File: src/rtl/btn_pulse_gen.sv
// Push-button conditioning: two-flop synchroniser, press/release debounce,
// single-cycle strobe per press with optional auto-repeat, and a press counter.
module btn_pulse_gen #(
  parameter int DEBOUNCE_CYCLES = 1000000,
  parameter int REPEAT_DELAY    = 0,
  parameter int REPEAT_PERIOD   = 8,
  parameter int CNT_W           = 20
) (
  input  logic       clk,
  input  logic       rst,
  input  logic       btn_in,
  output logic       btn_pulse,
  output logic       btn_level,
  output logic [7:0] press_cnt
);

  typedef enum logic [1:0] {IDLE, DB_PRESS, HELD, DB_RELEASE} state_t;

  localparam logic [CNT_W-1:0] DB_LAST   = CNT_W'(DEBOUNCE_CYCLES - 1);
  localparam logic [CNT_W-1:0] RD_LAST   = CNT_W'(REPEAT_DELAY - 1);
  localparam logic [CNT_W-1:0] RP_LAST   = CNT_W'(REPEAT_PERIOD - 1);
  localparam logic [CNT_W-1:0] CNT_ONE   = CNT_W'(1);
  localparam bit               REPEAT_EN = (REPEAT_DELAY > 0);

  logic             s1_q, s2_q;
  state_t           state_q;
  logic [CNT_W-1:0] dcnt_q;
  logic [CNT_W-1:0] rcnt_q;
  logic             rep_q;
  logic             pulse_q;
  logic [7:0]       cnt_q;
  logic [7:0]       cnt_d;
  logic             rep_due;

  // rep_q selects the first-repeat delay or the steady repeat period.
  assign rep_due = REPEAT_EN && (rep_q ? (rcnt_q == RP_LAST) : (rcnt_q == RD_LAST));
  assign cnt_d   = cnt_q + 8'd1;

  // NOTE: every register here uses <= so all flops sample pre-edge values;
  // blocking assignments would let s2_q see this edge's s1_q and drop a sync stage.
  always_ff @(posedge clk) begin
    if (rst) begin
      s1_q    <= 1'b0;
      s2_q    <= 1'b0;
      state_q <= IDLE;
      dcnt_q  <= '0;
      rcnt_q  <= '0;
      rep_q   <= 1'b0;
      pulse_q <= 1'b0;
      cnt_q   <= '0;
    end else begin
      s1_q    <= btn_in;
      s2_q    <= s1_q;
      pulse_q <= 1'b0;
      unique case (state_q)
        IDLE: begin
          if (s2_q) begin
            state_q <= DB_PRESS;
            dcnt_q  <= '0;
          end
        end
        DB_PRESS: begin
          if (!s2_q) begin
            state_q <= IDLE;
          end else if (dcnt_q == DB_LAST) begin
            state_q <= HELD;
            pulse_q <= 1'b1;
            cnt_q   <= cnt_d;
            rcnt_q  <= '0;
            rep_q   <= 1'b0;
          end else begin
            dcnt_q <= dcnt_q + CNT_ONE;
          end
        end
        HELD: begin
          // Release wins over a repeat falling due on the same edge.
          if (!s2_q) begin
            state_q <= DB_RELEASE;
            dcnt_q  <= '0;
          end else if (REPEAT_EN) begin
            if (rep_due) begin
              pulse_q <= 1'b1;
              cnt_q   <= cnt_d;
              rcnt_q  <= '0;
              rep_q   <= 1'b1;
            end else begin
              rcnt_q <= rcnt_q + CNT_ONE;
            end
          end
        end
        DB_RELEASE: begin
          if (s2_q) begin
            state_q <= HELD;
            rcnt_q  <= '0;
            rep_q   <= 1'b0;
          end else if (dcnt_q == DB_LAST) begin
            state_q <= IDLE;
          end else begin
            dcnt_q <= dcnt_q + CNT_ONE;
          end
        end
        default: state_q <= IDLE;
      endcase
    end
  end

  assign btn_pulse = pulse_q;
  assign btn_level = (state_q == HELD) || (state_q == DB_RELEASE);
  assign press_cnt = cnt_q;

endmodule

File: config.mk
export PLATFORM = sky130hd
export DESIGN_NAME = btn_pulse_gen
export DESIGN_NICKNAME = d
export VERILOG_FILES = /design/src/rtl/btn_pulse_gen.sv
export SDC_FILE = /design/constraint.sdc
export NUM_CORES = 1
export LEC_CHECK = 0
export ABC_AREA = 0
export CELL_PAD_IN_SITES_DETAIL_PLACEMENT = 0
export CELL_PAD_IN_SITES_GLOBAL_PLACEMENT = 2
export CORE_UTILIZATION = 25
export CTS_BUF_LIST = sky130_fd_sc_hd__clkbuf_8
export CTS_CLUSTER_DIAMETER = 200
export CTS_CLUSTER_SIZE = 8
export DETAILED_ROUTE_END_ITERATION = 12
export GPL_TIMING_DRIVEN = 1
export PLACE_DENSITY_LB_ADDON = 0.15
export SETUP_SLACK_MARGIN = 0.1
export SYNTH_ARGS = -nofsm -noshare
export SYNTH_HDL_FRONTEND = slang
export SYNTH_SLANG_ARGS = --single-unit
File: constraint.sdc
create_clock -name clk -period 4.36 [get_ports clk]
set_input_delay 0.436 -clock clk [delete_from_list [all_inputs] [get_ports clk]]
set_output_delay 0.436 -clock clk [all_outputs]
set_load 0.005 [all_outputs]
==> impl_metrics.csv <==
group,metric,value,unit
placement,place_area,1700,um2
min_path,min_path_cells,1,
clock_network,path_clk_slew,0.07,ns
clock_network,ctsHoldBuffers,0,
placement,placed_cells,262,
timing,relSlewSlack,0.273,
routing,via_count,1297,
yosys,syn_nets,189,
timing,setup_tns,0,ns
critical_path,cp_common_cell,"or4_1",
pwr,powerDensity,319,nW/um2
job,drv_cap,0,
yosys,syn_inst,184,
routing,drc_errors,0,
min_path,holdCritPathClass,"reg -> reg",
clock_network,root_buffer,"clkbuf_8",
yosys,async_reset_ff_frac,0,
routing,drtPass1Iterations,4,
pwr,p_leak,0.568,nW
timing,worst_slack,1.53,ns
timing,rsz0062_at_grt,"no",
critical_path,timing.rr.start,"dcnt_q[0]",
critical_path,worstSetupStartpoint,"dcnt_q[0]",
timing,timing.fmax,353,MHz
placement,hpwlAfterDp,2.56,mm
yosys,synth_edf_count,0,
clock_network,tritoncts,"built",
layout,fillers,642,
critical_path,ff2ff_path_depth,6,
floorplan,die_y,79.9,um
global_route,overflow,0,
pwr,power,574,uW
critical_path,cp_max_fo,11,
layout,instances_no_fill,270,
floorplan,start_util,0.258,
floorplan,fp-row-count,28,
placement,post-place-ws,1.53,ns
timing,period_needed,2.83,ns
yosys,ys_types,28,
pwr,vdd_ir_drop_max,0.111,mV
clock_network,htreeDepth,2,
timing,finalHoldViolCount,0,
yosys,synth_warnings,0,
critical_path,crit_path_end_kind,"flop",
layout,design_area,1800,um2
clock_network,insertion_delay,0.29,ns
critical_path,cpPeakStageDelay,0.68,ns
timing,drv_slew,0,
floorplan,die_w,79.9,um
layout,layout_common_cells,"dfxtp_1, nor2_1, nand2_1",
placement,portBuffers,12,
global_route,grt_pass1_wl,6.01,mm
timing,timing.hold.ws,0.445,ns
critical_path,startpoint_type,"flop",
critical_path,crit_arrival,3.04,ns
floorplan,core_area,5890,um2
timing,finalSetupViolCount,0,
floorplan,ios,13,
critical_path,cp_slowest_cell,"or4_1",
routing,vias_per_cell,4.80,
placement,gp_congestion,0.755,
yosys,postSynthAreaPerCell,8.26,um2
outcome,status,"completed",
global_route,grt_usage,0.127,
layout,final_common_cell,"dfxtp_1",
clock_network,post_cts_resized,0,
yosys,netlist_area,1520,um2
critical_path,path_cells,"ha_1, nand2_1, or4_1, or3_1, or4_1, a21oi_1",
routing,wl,3.60,mm
critical_path,required,4.57,ns
yosys,ys_seq_area_frac,0.435,
timing,worstMarginPinSlew,1.08,ns
floorplan,dieArea,6390,um2
layout,antenna_cells,0,
timing,min_period_over_period,0.650,
global_route,antenna_found_initial,0,
critical_path,endpoint,"press_cnt[5]",
critical_path,r2r_slack,1.53,ns
global_route,grt_start_max_net_pins,19,
routing,antenna_left,0,
timing,skew,0.00620,ns
critical_path,reg2reg_to,"press_cnt[5]",
yosys,ys.flop_type,"dfxtp_1",
layout,final_util,0.305,
layout,nets,199,
clock_network,cts_made_buffers,5,
clock_network,clock_sinks,33,
layout,syn_to_final_growth,18.4,%
clock_network,postCtsSetupRepairBufs,0,
routing,avgRoutedWirePerCell,13.3,um
layout,drive_gt1_frac,0.0462,
min_path,hold_path_startpoint,"s1_q",
routing,drtIter0Drc,55,
critical_path,worstSetupPathType,"reg -> reg",
yosys,synth-seq-cells,33,
global_route,grt_pass1_vias,1215,
clock_network,clock_path_buffers,2,
[flip-flops by register name, summed over array words and instances (netlist names), named ones only]
signal	flops
state_q	1
dcnt_q	20
s2_q	1
btn_pulse	1
s1_q	1
press_cnt	8
[final cells by class]
class,count,area (um2),area share
well taps,75,93.8,0.0522
inverters,4,15.0,0.00835
repair buffers,12,120,0.0668
multi-input cells,138,807,0.449
clock inverters,1,5.00,0.00278
flip-flops and latches,33,661,0.367
clock buffers,7,96.3,0.0536
[worst max-delay path, delay by kind of cell, from the launching register on]
| family | cells | cell delay, ns |
|---|---|---|
| simple gates | 4 | 1.90 |
| flops | 1 | 0.40 |
| fa+ha+maj | 1 | 0.29 |
| compound gates | 1 | 0.15 |
[kinds of logic (layout without fill, tap and decap cells)]
| kind of cell | count (synthesis) | after routing | synth area share |
|---|---|---|---|
| AND/OR/NAND/NOR | 93 | 93 | 0.312 |
| flip-flops | 33 | 33 | 0.435 |
| AO/OA/AOI/OAI | 24 | 24 | 0.0923 |
| XOR/XNOR | 18 | 18 | 0.104 |
| buffers and inverters | 13 | 24 | 0.0338 |
| adder cells (fa/ha/maj) | 2 | 2 | 0.0165 |
| multiplexers | 1 | 1 | 0.00659 |
[routing by layer]
layer	part of all wire	track usage	vias to the layer above
li1	-	-	669
met1	0.52	0.169	604
met2	0.44	0.188	18
met3	0.029	0.0389	6
met4	0.017	0.0554	0
met5	0	0	-
[power breakdown]
| part | switching (mW) | internal, mW |
|---|---|---|
| clock network | 0.115 | 0.143 |
| registers | 0.00104 | 0.302 |
| logic | 0.00899 | 0.00329 |
[cell usage after synthesis, types with 2 or more instances]
| library cell | number | area, um2 |
|---|---|---|
| nor4_1 | 4 | 25.0 |
| nand3_1 | 13 | 65.1 |
| xnor2_1 | 10 | 87.6 |
| buf_2 | 2 | 10.0 |
| and3_1 | 2 | 12.5 |
| and2_1 | 3 | 18.8 |
| nor2_1 | 25 | 93.8 |
| o211ai_1 | 4 | 30.0 |
| or3_1 | 7 | 43.8 |
| xor2_1 | 8 | 70.1 |
| dfxtp_1 | 33 | 661 |
| inv_1 | 4 | 15.0 |
| o2111ai_1 | 2 | 17.5 |
| clkbuf_1 | 7 | 26.3 |
| o21ai_0 | 8 | 40.0 |
| nor2b_1 | 2 | 12.5 |
| nand4_1 | 6 | 37.5 |
| nor3_1 | 7 | 35.0 |
| a21oi_1 | 9 | 45.0 |
| nand2_1 | 14 | 52.6 |
| or4_1 | 6 | 45.0 |
| ha_1 | 2 | 25.0 |
[how the worst min path moves through the flow]
| stage | to | slack, ns |
|---|---|---|
| final | s2_q | 0.45 |
| after global routing | s2_q | 0.46 |
| after CTS | s2_q | 0.44 |
| after detailed placement | s2_q | 0.43 |
| after global placement | s2_q | 0.43 |
| after floorplan | s2_q | 0.41 |
Power figures use the tool's default switching activity.
